[src/rtl/uart_tx_arbiter.sv]
// uart_tx_arbiter: two requesters share one UART transmitter. Grants are held for a
// whole frame (until a byte flagged "last" completes), frames alternate round-robin
// under contention, and a stalled frame is aborted after TIMEOUT cycles.
module uart_tx_arbiter #(
  parameter int          D_BIT   = 7,
  parameter logic [15:0] TIMEOUT = 16'd50000
) (
  input  logic           clk,
  input  logic           rst_n,
  input  logic           req0,
  input  logic           req1,
  input  logic [D_BIT:0] dato0,
  input  logic [D_BIT:0] dato1,
  input  logic           last0,
  input  logic           last1,
  output logic           ack0,
  output logic           ack1,
  input  logic           tx_done,
  output logic           tx_start,
  output logic [D_BIT:0] tx_dato_in,
  output logic [1:0]     gnt,
  output logic           busy,
  output logic           err
);

  typedef enum logic [2:0] {IDLE, LOAD, START, WAIT, HOLD} state_e;

  // Last counter value that still counts as "in time"; reaching it without an exit aborts.
  localparam logic [15:0] TIMEOUT_LAST = TIMEOUT - 16'd1;

  state_e         state_q, state_d;
  logic [1:0]     gnt_q, gnt_d;
  logic           last_served_q, last_served_d;
  logic           last_q, last_d;
  logic [D_BIT:0] tx_dato_q, tx_dato_d;
  logic           tx_start_q, tx_start_d;
  logic [1:0]     ack_q, ack_d;
  logic           err_q, err_d;
  logic [15:0]    cnt_q, cnt_d;

  logic           grant_req;
  logic           grant_last;
  logic [D_BIT:0] grant_dato;
  logic           expired;
  logic           abort;

  // Once a grant is locked, only the granted requester's signals matter.
  always_comb begin
    grant_req  = gnt_q[1] ? req1  : req0;
    grant_last = gnt_q[1] ? last1 : last0;
    grant_dato = gnt_q[1] ? dato1 : dato0;
    expired    = (cnt_q == TIMEOUT_LAST);
  end

  // Next-state and registered-output decisions for the frame FSM.
  always_comb begin
    state_d       = state_q;
    gnt_d         = gnt_q;
    last_served_d = last_served_q;
    last_d        = last_q;
    tx_dato_d     = tx_dato_q;
    tx_start_d    = 1'b0;
    ack_d         = 2'b00;
    err_d         = 1'b0;
    abort         = 1'b0;

    case (state_q)
      IDLE: begin
        if (req0 || req1) begin
          // Requester 0 wins a tie only when requester 1 was served last.
          if (req0 && (!req1 || last_served_q)) begin
            gnt_d = 2'b01;
          end else begin
            gnt_d = 2'b10;
          end
          ack_d   = gnt_d;
          state_d = LOAD;
        end
      end
      LOAD: begin
        tx_dato_d  = grant_dato;
        last_d     = grant_last;
        tx_start_d = 1'b1;
        state_d    = START;
      end
      START: begin
        state_d = WAIT;
      end
      WAIT: begin
        // A byte completing on the expiry cycle still counts as completed.
        if (tx_done) begin
          if (last_q) begin
            last_served_d = gnt_q[1];
            gnt_d         = 2'b00;
            state_d       = IDLE;
          end else if (grant_req) begin
            ack_d   = gnt_q;
            state_d = LOAD;
          end else begin
            state_d = HOLD;
          end
        end else if (expired) begin
          abort = 1'b1;
        end
      end
      HOLD: begin
        if (grant_req) begin
          ack_d   = gnt_q;
          state_d = LOAD;
        end else if (expired) begin
          abort = 1'b1;
        end
      end
      default: begin
        gnt_d   = 2'b00;
        state_d = IDLE;
      end
    endcase

    if (abort) begin
      err_d         = 1'b1;
      gnt_d         = 2'b00;
      last_served_d = gnt_q[1];
      state_d       = IDLE;
    end
  end

  // The timeout counter runs across WAIT and HOLD of one byte and restarts otherwise.
  always_comb begin
    cnt_d = 16'd0;
    if ((state_q == WAIT || state_q == HOLD) && (state_d == WAIT || state_d == HOLD)) begin
      cnt_d = cnt_q + 16'd1;
    end
  end

  // State and output registers; reset abandons any frame in flight.
  always_ff @(posedge clk or negedge rst_n) begin
    if (!rst_n) begin
      state_q       <= IDLE;
      gnt_q         <= 2'b00;
      last_served_q <= 1'b1;
      last_q        <= 1'b0;
      tx_dato_q     <= '0;
      tx_start_q    <= 1'b0;
      ack_q         <= 2'b00;
      err_q         <= 1'b0;
      cnt_q         <= 16'd0;
    end else begin
      state_q       <= state_d;
      gnt_q         <= gnt_d;
      last_served_q <= last_served_d;
      last_q        <= last_d;
      tx_dato_q     <= tx_dato_d;
      tx_start_q    <= tx_start_d;
      ack_q         <= ack_d;
      err_q         <= err_d;
      cnt_q         <= cnt_d;
    end
  end

  assign ack0       = ack_q[0];
  assign ack1       = ack_q[1];
  assign tx_start   = tx_start_q;
  assign tx_dato_in = tx_dato_q;
  assign gnt        = gnt_q;
  assign busy       = (state_q != IDLE);
  assign err        = err_q;

endmodule

[config.mk]
export PLATFORM = sky130hd
export DESIGN_NAME = uart_tx_arbiter
export DESIGN_NICKNAME = d
export VERILOG_FILES = /design/src/rtl/uart_tx_arbiter.sv
export SDC_FILE = /design/constraint.sdc
export NUM_CORES = 1
export LEC_CHECK = 0
export BUFFER_PORTS_ARGS = -buffer_cell sky130_fd_sc_hd__buf_2
export CAP_MARGIN = 20
export CORE_MARGIN = 3
export CORE_UTILIZATION = 33
export DETAILED_ROUTE_END_ITERATION = 8
export PLACE_DENSITY = 0.54
export SLEW_MARGIN = 20
export SYNTH_ARGS = -nofsm -noshare
export SYNTH_HDL_FRONTEND = slang
export SYNTH_SLANG_ARGS = --single-unit
[constraint.sdc]
create_clock -name clk -period 2.3 [get_ports clk]
set_input_delay 0.345 -clock clk [delete_from_list [all_inputs] [get_ports clk]]
set_output_delay 0.345 -clock clk [all_outputs]
set_load 0.005 [all_outputs]
# Word-level counts from Yosys, hierarchy flattened
# Index checks and enable logic that the tools add are counted.
[totals]
output_inout_bits = 15
elab_cells = 68
in_bits = 23
reg_bits = 35
[classes]
mux = 32
eq_ne = 11
reduce_logical = 15
n_addsub = 1
[op_table]
columns = ["operator", "n"]
rows = [
  ["2-bit two-way mux", 9],
  ["3-bit two-way mux", 6],
  ["16-bit by 1-bit adder with 16-bit output (second input constant)", 1],
  ["16-bit == test (second input constant)", 1],
  ["16-bit two-way mux", 1],
  ["3-bit case mux with 5 select lines", 1],
  ["2-bit case mux with 3 select lines", 2],
  ["1-bit two-way mux", 11],
  ["3-bit by 2-bit == test with 1-bit output (second input constant)", 3],
  ["3-bit inequality test (second input constant)", 3],
  ["8-bit two-way mux", 1],
  ["3-bit == test (second input constant)", 2],
  ["2-bit nonzero test", 3],
  ["1-bit logical OR", 4],
  ["4-bit AND reduction", 1],
  ["3-bit by 1-bit == test with 1-bit output (second input constant)", 1],
  ["3-bit zero test", 1],
  ["3-bit AND reduction", 1],
  ["3-bit nonzero test", 1],
  ["3-bit OR reduction", 1],
  ["1-bit logical AND", 2],
  ["2-bit by 1-bit inequality test with 1-bit output (second input constant)", 1],
  ["1-bit case mux with 2 select lines", 1],
  ["1-bit zero test", 1],
]

# Depth between registers and ports, before layout
[depth]
word_depth = 10
ltp_mapped = 6

# Worst setup path before layout
# OpenSTA, ideal clock, no wires.
[synth_path]
path_type = "flip-flop to flip-flop"
start = "register cnt_q[0]"
end = "register cnt_q[1]"
stages_incl_launch_ff = 7
arrival_ns = 1.523
n_path_buf = 1
required_time_ns = 2.158
synth_period_minus_slack_ns = 1.665
slack_ns = 0.635
setup_ns = 0.142
cell_sequence = "dfrtp_1 ha_1 and3_2 nand4_1 o2bb2ai_2 buf_2 nor3b_1"
[synth_between]
elab_chain_cells = 9
[synth_lines]
columns = ["element", "line_no", "source"]
rows = [
  ["start, declared", "39", "logic [15:0] cnt_q, cnt_d;"],
  ["start signal, assigned", "157", "cnt_q <= cnt_d;"],
  ["16-bit == test", "52", "expired = (cnt_q == TIMEOUT_LAST);"],
  ["1-bit two-way mux", "102, 110", ""],
  ["1-bit two-way mux, on equally long branches", "107, 91", ""],
  ["1-bit case mux with 2 select lines", "67", "case (state_q)"],
  ["3-bit two-way mux", "120", "if (abort) begin"],
  ["3-bit by 2-bit == test with 1-bit output or 3-bit == test (tied branches)", "131", "if ((state_q == WAIT || state_q == HOLD) && (state_d == WAIT || state_d == HOLD)) begin"],
  ["1-bit logical OR", "131", ""],
  ["1-bit logical AND", "131", ""],
  ["16-bit two-way mux *", "131", ""],
  ["named net cnt_d[1]", "39", ""],
]
# Mark *: on every way through the listed nets, which the timed path passes. The rest lies on a longest branch.
# A chain may end at the register's enable or synchronous reset.

# Worst setup path after layout
[layout_path]
start = "register state_q[2]"
end = "output port busy"
[layout_between]
elab_chain_cells = 1
[layout_lines]
columns = ["element", "line_no", "source"]
rows = [
  ["start, declared", "31", "state_e state_q, state_d;"],
  ["start signal, assigned", "149", "state_q <= state_d;"],
  ["3-bit nonzero test", "166", "assign busy = (state_q != IDLE);"],
  ["end, declared", "22", "output logic busy,"],
]
# Every way passes these cells.

==> impl_metrics.yaml <==
floorplan:
  die_y_um: 80.5
  initial_utilization: 0.350
  die_width_um: 80.5
  rows: 26
  pin_count: 38
  die-area_um2: 6480
  core_area_um2: 5240
synthesis:
  async_flop_share: 1.00
  yosysUniqueCellTypes: 45
  synth_top_area_frac: 0.464
  yosys.area.top_type: "dfrtp_1"
  ys_seq_area_frac: 0.479
  synth_ff_type: "dfrtp_1"
  syn_nets: 206
  synth_top_cells_by_area: "dfrtp_1, mux2i_1, a21oi_1"
  syn_avg_cell_area_um2: 10.1
  ys_ff_latch: 35
  syn_area_um2: 1830
  synth_cells: 182
  synth-edff-count: 0
  yosysWarnings: 0
sta:
  max_clock_freq_mhz: 570
  relSlewSlack: 0.486
  setup_tns_ns: 0
  min_period_ns: 1.75
  setup-violations-final: 0
  hold_violations: 0
  worstMarginPinSlew_ns: 0.771
  finalClockSkew_ns: 0.00389
  report.final.slew_viol_count: 0
  period_share: 0.763
  grt_setup_unrepaired: "false"
  fin_hold_ws_ns: 0.136
placed_design:
  port_buffers: 37
  place_congestion: 0.751
  post-dp-hpwl_um: 2630
finish:
  final_common_cell: "buf_2"
  final_cell_mix: "buf_2, dfrtp_1, nor2_1, nor3_1, a21oi_1"
  seqCellArea_um2: 877
  area_delta_synth_final_pct: 20.6
  num-fill-cells: 523
  fin_nets: 245
  n_antenna_cell: 0
  drive_above_1_share: 0.270
  multi_input_area_um2: 892
route:
  routedWlPerCell_um: 12.7
  wl_um: 3720
  first_iter_violations: 67
  drc: 0
  routed_via_density: 5.01
  drt_pass1_iterations: 4
  drtAntennaViolNets: 0
  dr_total_vias: 1463
global_routing:
  globalRouteMet2Util: 0.194
  antenna_found_initial: 0
  grt_pass1_wl_um: 6700
  grt_max_degree: 36
  met3_usage: 0.0314
  grt_overflow_total: 0
  grt_pass1_vias: 1411
  busiest_layer: "met2"
  grtUsageTotal: 0.131
  use_met1: 0.186
power_and_ir_drop:
  power_mw: 2.25
  p_comb_frac: 0.349
  total_leakage_power_nw: 0.900
  p_clk_frac: 0.254
  power_frac_seq: 0.397
  p_per_area_nw_per_um2: 1020
  vdd_ir_drop_max_uv: 453
  p_int_mw: 1.46
  power.switching_mw: 0.793
  power_switching_share: 0.352
status:
  outcome: "completed"
setup_path:
  path_delay_family: "flip-flops"
  slowest_stage: "dfrtp_1"
  r2r_start: "cnt_q[0]"
  crit_buf_inv: 2
  crit_type: "reg2out"
  crit_fanout: 12
  path_cells: "nor3_1 -> inv_2 -> buf_2"
  endpoint_kind: "output port"
  start_kind: "register"
  crit_required_ns: 1.96
  crit_path_start: "state_q[2]"
  cpPeakStageDelay_ns: 0.50
  crit_arrival_ns: 1.41
clock_network:
  postCtsSetupBuffers: 0
  cts_buffer_depth: 2
  cts-resized-gates: 0
  numCtsBuffers: 5
  holdBufCountCts: 0
  h-tree-depth: 2
  root_buffer: "clkbuf_8"
  insertion_delay_ns: 0.28
  clock-sinks: 35
  cts.clk_slew.worst_paths_ns: 0.07
  cts_tree: "yes"
hold_path:
  min_path_type: "in2async"
run:
  drv_cap: 0
==> power groups by stage <==
| stage | registers, mW | logic (mW) | clock network [mW] |
|---|---|---|---|
| floorplan | 0.859 | 0.574 | 0 |
| global placement | 0.907 | 0.796 | 0 |
| detailed placement | 0.905 | 0.797 | 0 |
| CTS | 0.895 | 0.801 | 0.584 |
| global route | 0.921 | 0.896 | 0.617 |
| finish | 0.893 | 0.785 | 0.571 |
==> state kept, by name (all words and copies together), names as in the netlist <==
register / count
last_served_q: 1
tx_start: 1
ack_q: 2
gnt: 2
cnt_q: 16
state_q: 3
last_q: 1
tx_dato_in: 8
err: 1
==> per-stage QoR <==
stage	std cells	util	setup WS, ns	instance area [um2]
floorplan	182	-	0.635	1830
global placement	284	0.399	0.589	2090
detailed placement	284	0.399	0.578	2090
CTS	292	0.422	0.543	2210
global route	292	0.422	0.356	2210
finish	292	0.422	0.546	2210
==> layout make-up <==
class | instances | area share
multi-input combinational | 133 | 0.404
inverter | 5 | 0.00850
clock inverter | 2 | 0.0159
sequential | 35 | 0.397
clock buffer | 6 | 0.0374
timing repair buffer | 41 | 0.0975
tap | 70 | 0.0397
==> synth_stat cells (2+ instances only) <==
library cell / n
nor3_1: 14
clkbuf_1: 3
and3_1: 2
mux2i_1: 11
nand2b_1: 3
inv_1: 4
and3_2: 2
buf_2: 5
nand4_1: 5
nand2_1: 7
nor4_1: 4
nor4bb_1: 3
nand3_4: 2
a211oi_1: 3
dfrtp_1: 34
a21oi_1: 14
nand3_1: 7
nand3b_1: 3
xnor2_1: 6
nor2_1: 16
o21ai_0: 5
xor2_1: 5
o2bb2ai_1: 2
==> cell families (layout without fill, tap and decap cells) <==
logic type	count (synthesis)	after routing	synth area share
xor+xnor	11	11	0.0526
compound gates	32	32	0.113
simple gates	77	77	0.249
mux	12	12	0.0663
buf+inv	14	54	0.0341
flops	35	35	0.479
fa+ha+maj	1	1	0.00683
==> final timing paths <==
| path | end | slack, ns | cells after the start |
|---|---|---|---|
| worst max-delay path | busy | 0.55 | 3 |
| worst min-delay path | ack_q[1] | 0.14 | 1 |
| worst max register to register | cnt_q[14] | 0.56 | 5 |
| worst min register to register | tx_dato_in[2] | 0.52 | 2 |
| max in group asynchronous | cnt_q[12] | 1.67 | 1 |
| min in group clk | tx_dato_in[4] | 0.35 | 3 |
==> metal layers <==
layer	share of wire	wire (um)
met2	0.45	1670
met3	0.036	134
met1	0.50	1860
met4	0.013	48
met5	0	0
(Power assumes the default switching activity.)
